==> src/rtl/mad_outlier_flag.sv <==
// Flags samples whose distance from the latched median exceeds THRESH_K * MAD,
// re-reading the population from sample memory and streaming one flag per sample.
//
// state | meaning
// IDLE  | waiting for a stats_vld pulse
// LATCH | scale MAD by THRESH_K into the threshold
// REQ   | issue one memory read for the current address
// WAIT  | wait for the read data return
// EMIT  | present the flag until the consumer accepts it
// DONE  | one-cycle end-of-pass pulse
module mad_outlier_flag #(
  parameter int          POPSIZE    = 100,
  parameter int          DATA_WIDTH = 8,
  parameter logic [15:0] THRESH_K   = 16'h0300,
  localparam int         AW         = (POPSIZE > 1) ? $clog2(POPSIZE) : 1,
  localparam int         CW         = $clog2(POPSIZE + 1)
) (
  input  logic                  clk,
  input  logic                  rst,
  input  logic                  stats_vld,
  input  logic [15:0]           local_median,
  input  logic [15:0]           mad,
  output logic                  rd_rqst,
  output logic [AW-1:0]         addr_out,
  input  logic [DATA_WIDTH-1:0] data_in,
  input  logic                  data_rdy,
  output logic                  flag_vld,
  input  logic                  flag_ready,
  output logic                  flag,
  output logic [AW-1:0]         flag_addr,
  output logic [CW-1:0]         outlier_cnt,
  output logic                  busy,
  output logic                  done
);

  localparam logic [2:0] S_IDLE  = 3'd0;
  localparam logic [2:0] S_LATCH = 3'd1;
  localparam logic [2:0] S_REQ   = 3'd2;
  localparam logic [2:0] S_WAIT  = 3'd3;
  localparam logic [2:0] S_EMIT  = 3'd4;
  localparam logic [2:0] S_DONE  = 3'd5;

  localparam logic [AW-1:0] LAST_ADDR = AW'(POPSIZE - 1);

  logic [2:0]    state;
  logic [15:0]   med_r;
  logic [15:0]   mad_r;
  logic [15:0]   thr;
  logic [AW-1:0] addr;

  logic [31:0] prod;
  logic        prod_sat;
  logic        unused_prod_lsb;
  logic [7:0]  sample8;
  logic [15:0] sample_fx;
  logic [15:0] dev;

  // Full 16x16 product; anything above bit 23 cannot be represented in 8.8.
  assign prod            = {16'h0000, mad_r} * {16'h0000, THRESH_K};
  assign prod_sat        = |prod[31:24];
  assign unused_prod_lsb = ^prod[7:0];

  assign sample8   = 8'(data_in);
  assign sample_fx = {sample8, 8'h00};
  assign dev       = (sample_fx >= med_r) ? (sample_fx - med_r) : (med_r - sample_fx);

  assign rd_rqst = (state == S_REQ);
  assign busy    = (state != S_IDLE);
  assign done    = (state == S_DONE);

  always_ff @(posedge clk or posedge rst) begin
    if (rst) begin
      state       <= S_IDLE;
      med_r       <= '0;
      mad_r       <= '0;
      thr         <= '0;
      addr        <= '0;
      addr_out    <= '0;
      flag        <= 1'b0;
      flag_addr   <= '0;
      flag_vld    <= 1'b0;
      outlier_cnt <= '0;
    end else begin
      case (state)
        S_IDLE: begin
          if (stats_vld) begin
            med_r       <= local_median;
            mad_r       <= mad;
            outlier_cnt <= '0;
            addr        <= '0;
            state       <= S_LATCH;
          end
        end
        S_LATCH: begin
          thr      <= prod_sat ? 16'hFFFF : prod[23:8];
          addr_out <= addr;
          state    <= S_REQ;
        end
        S_REQ: begin
          state <= S_WAIT;
        end
        S_WAIT: begin
          if (data_rdy) begin
            flag      <= (dev > thr);
            flag_addr <= addr;
            flag_vld  <= 1'b1;
            state     <= S_EMIT;
          end
        end
        S_EMIT: begin
          if (flag_ready) begin
            flag_vld    <= 1'b0;
            outlier_cnt <= outlier_cnt + CW'(flag);
            if (addr == LAST_ADDR) begin
              state <= S_DONE;
            end else begin
              // addr_out moves only when the next REQ is entered
              addr     <= addr + AW'(1);
              addr_out <= addr + AW'(1);
              state    <= S_REQ;
            end
          end
        end
        S_DONE: begin
          state <= S_IDLE;
        end
        default: begin
          state <= S_IDLE;
        end
      endcase
    end
  end

endmodule

==> config.mk <==
export PLATFORM = sky130hd
export DESIGN_NAME = mad_outlier_flag
export DESIGN_NICKNAME = d
export VERILOG_FILES = /design/src/rtl/mad_outlier_flag.sv
export SDC_FILE = /design/constraint.sdc
export NUM_CORES = 1
export LEC_CHECK = 0
export ABC_CLOCK_PERIOD_IN_PS = 4710
export CORE_MARGIN = 2
export CORE_UTILIZATION = 40
export CTS_BUF_LIST = sky130_fd_sc_hd__clkbuf_4
export DETAILED_ROUTE_END_ITERATION = 7
export DONT_BUFFER_PORTS = 1
export GPL_ROUTABILITY_DRIVEN = 0
export GPL_TIMING_DRIVEN = 0
export PLACE_DENSITY = 0.59
export SETUP_SLACK_MARGIN = 0.2
export SLEW_MARGIN = 20
export SYNTH_ARGS = -nofsm -noshare
export SYNTH_HDL_FRONTEND = slang
export SYNTH_SLANG_ARGS = --single-unit
==> constraint.sdc <==
create_clock -name clk -period 4.71 [get_ports clk]
set_clock_uncertainty 0.15 [all_clocks]
set_input_delay 0.942 -clock clk [delete_from_list [all_inputs] [get_ports clk]]
set_output_delay 0.942 -clock clk [all_outputs]
set_load 0.01 [all_outputs]
==> flow_summary.json <==
{
  "die_w_um": 118,
  "p_total_mw": 4.06,
  "die_area_mm2": 0.0140,
  "clockRootBuffer": "clkbuf_4",
  "grt.overflow.total": 0,
  "crit_chain": "inv_1 -> ha_1 -> a21oi_1 -> o41ai_4 -> a31oi_1 -> o21bai_1 -> a21o_2 -> buf_6 -> buf_12 -> o31ai_1 -> xnor2_1 -> ha_1 -> a21o_1 -> a21o_1 -> a21oi_1 -> o21ai_0 -> a221oi_1 -> o21ai_0 -> a22o_1",
  "track_usage_pct": 17.3,
  "h-tree-depth": 3,
  "cts_tree": "built",
  "syn-num-nets": 646,
  "start_util_pct": 41.3,
  "crit_arrival_ns": 4.39,
  "antenna_found_initial": 1,
  "cts_resized": 0,
  "clk-insertion-delay-late_ns": 0.45,
  "ys_ff_latch": 81,
  "drc_errors": 0,
  "final_util_pct": 44.5,
  "r2r_end": "flag",
  "synth_edf_count": 0,
  "clk_pin_slew_ns": 0.16,
  "hold_path.class": "input port to async pin",
  "cts_setup_buffers": 0,
  "ant_nets": 0,
  "min_period_over_period_pct": 89.0,
  "ys_types": 55,
  "p_leak_nw": 2.63,
  "drt_wl_total_mm": 11.5,
  "cts-buffers-inserted": 9,
  "cp_max_fo": 10,
  "die_y_um": 118,
  "vias": 3962,
  "dr.pass1.iters": 4,
  "ys_seq_area_share_pct": 38.7,
  "power.density_mw_per_mm2": 721,
  "hold_viol": 0,
  "r2r-start": "med_r[9]",
  "cp-end-kind": "flip-flop",
  "drv_cap": 0,
  "drive_above_1_share_pct": 9.41,
  "yosysWarnings": 0,
  "max_freq_mhz": 239,
  "cts_hold_buffers": 0,
  "worstPathRequired_ns": 4.91,
  "cpMaxStageDelayCell": "ha_1",
  "postSynthAreaPerCell_um2": 9.58,
  "dp.cells": 719,
  "io_pins": 71,
  "clock-sinks": 81,
  "viasPerCell": 5.38,
  "numPortBuffers": 0,
  "wl_per_cell_um": 15.6,
  "setup_viol": 0,
  "pre_cts_ws_ns": 0.0690,
  "rows": 41,
  "cpLargestDelayFamily": "compound AO/OA/AOI/OAI gates",
  "layout_commonest_cell": "dfrtp_1",
  "hpwl_mm": 8.85,
  "grt_pass1_wl_mm": 19.7,
  "setup_slack_ns": 0.519,
  "stdcell_count": 736,
  "drtIter0Drc": 261,
  "final_nets": 658,
  "startpoint_type": "input port",
  "synthFlopType": "dfrtp_1",
  "netlist_instances": 546,
  "cts_buffer_depth": 2,
  "cpPeakStageDelay_ns": 0.35,
  "grt_pass1_vias": 3976,
  "maxSlewViolCount": 0,
  "syn_area_mm2": 0.00523,
  "crit_buf_inv": 3,
  "synthArstFlopShare_pct": 100,
  "reg2reg_depth": 18,
  "status": "completed",
  "vdd_drop_max_uv": 213,
  "critPathKind": "input port to flip-flop",
  "rsz0062_at_grt": "false",
  "min_period_ns": 4.19,
  "layout_common_cells": "81 x dfrtp_1, 53 x nand2_1, 53 x ha_1",
  "slew_headroom_pct": 56.9,
  "area_growth_pct": 7.73,
  "reg2reg_slack_ns": 0.64,
  "coreArea_mm2": 0.0127,
  "tightest_slew_ns": 0.646,
  "tns_ns": 0,
  "grt_max_degree": 44
}
[cell usage after synthesis (2+ instances only)]
| cell type | instances | area share (%) |
|---|---|---|
| mux2i_1 | 6 | 1.1 |
| xor2_1 | 12 | 2.0 |
| and3_1 | 5 | 0.60 |
| a221o_1 | 2 | 0.38 |
| clkbuf_1 | 15 | 1.1 |
| nor3b_1 | 2 | 0.29 |
| fa_1 | 2 | 0.77 |
| nand3_1 | 11 | 1.1 |
| nor2b_1 | 3 | 0.36 |
| nand3b_1 | 2 | 0.29 |
| nor3_1 | 2 | 0.19 |
| o31ai_1 | 6 | 0.86 |
| o41ai_1 | 2 | 0.33 |
| nand4_1 | 7 | 0.84 |
| a21o_1 | 15 | 2.2 |
| inv_1 | 52 | 3.7 |
| o22a_1 | 15 | 2.5 |
| mux2_2 | 24 | 5.2 |
| a211oi_1 | 2 | 0.29 |
| a32o_1 | 2 | 0.38 |
| nand4b_1 | 3 | 0.50 |
| a21oi_1 | 29 | 2.8 |
| nand2_1 | 53 | 3.8 |
| xnor2_1 | 22 | 3.7 |
| or3_1 | 6 | 0.72 |
| buf_2 | 4 | 0.38 |
| nor2_1 | 17 | 1.2 |
| o21a_1 | 3 | 0.43 |
| dfrtp_1 | 81 | 39 |
| nand2b_1 | 5 | 0.60 |
| ha_1 | 53 | 13 |
| o22ai_1 | 4 | 0.48 |
| and2_1 | 2 | 0.24 |
| o21ai_0 | 48 | 4.6 |
| o21bai_1 | 3 | 0.43 |
| a31oi_1 | 7 | 0.84 |
[cell families after synthesis]
group | after synthesis | synth area share [%]
AOI/OAI and AO/OA | 150 | 18.8
and+or+nand+nor | 121 | 11.1
DFF | 81 | 38.7
buffers and inverters | 75 | 5.93
adders and majority gates | 55 | 13.4
xor gates and xnor gates | 34 | 5.69
muxes | 30 | 6.31
[metal layers]
layer / track usage (%) / routed length (um) / vias up
li1: - / - / 1956
met4: 5.27 / 128 / 0
met3: 3.91 / 595 / 10
met1: 23.0 / 5480 / 1914
met2: 28.0 / 5320 / 82
met5: 0 / 0 / -
[where the power goes]
group          switching, mW  total, mW  internal [mW]
Sequential             0.169       1.09          0.920
Clock                  0.281      0.454          0.172
Combinational           1.39       2.52           1.13
[sequential cells by signal, indices dropped and copies added (netlist names)]
name / flops
addr: 7
addr_out: 7
flag: 1
flag_addr: 7
flag_vld: 1
mad_r: 16
med_r: 16
outlier_cnt: 7
state: 3
thr: 16
[area by class of cell]
class	instances	area, um^2
Clock inverter	7	83.8
Sequential cell	81	2030
Fill cell	1234	7040
Inverter	53	201
Tap cell	172	215
Antenna cell	1	2.50
Timing Repair Buffer	1	27.5
Multi-Input combinational cell	390	2900
Buffer	22	111
Clock buffer	9	67.6
[per-stage QoR]
step	area, um^2	hold WS [ns]
after global placement	5450	0.347
final	5640	0.232
after floorplan	5230	0.320
after detailed placement	5480	0.349
after CTS	5630	0.226
after global routing	5640	0.246
[worst max-delay path by stage]
| stage | cells after the start | start | slack [ns] | to |
|---|---|---|---|---|
| after detailed placement | 19 | data_in[1] | 0.07 | flag |
| after floorplan | 19 | data_in[1] | 0.48 | flag |
| after global routing | 19 | data_in[1] | 0.25 | flag |
| after global placement | 19 | data_in[1] | 0.08 | flag |
| after CTS | 19 | data_in[1] | 0.55 | flag |
| final | 19 | data_in[1] | 0.52 | flag |
(Power assumes the default switching activity.)
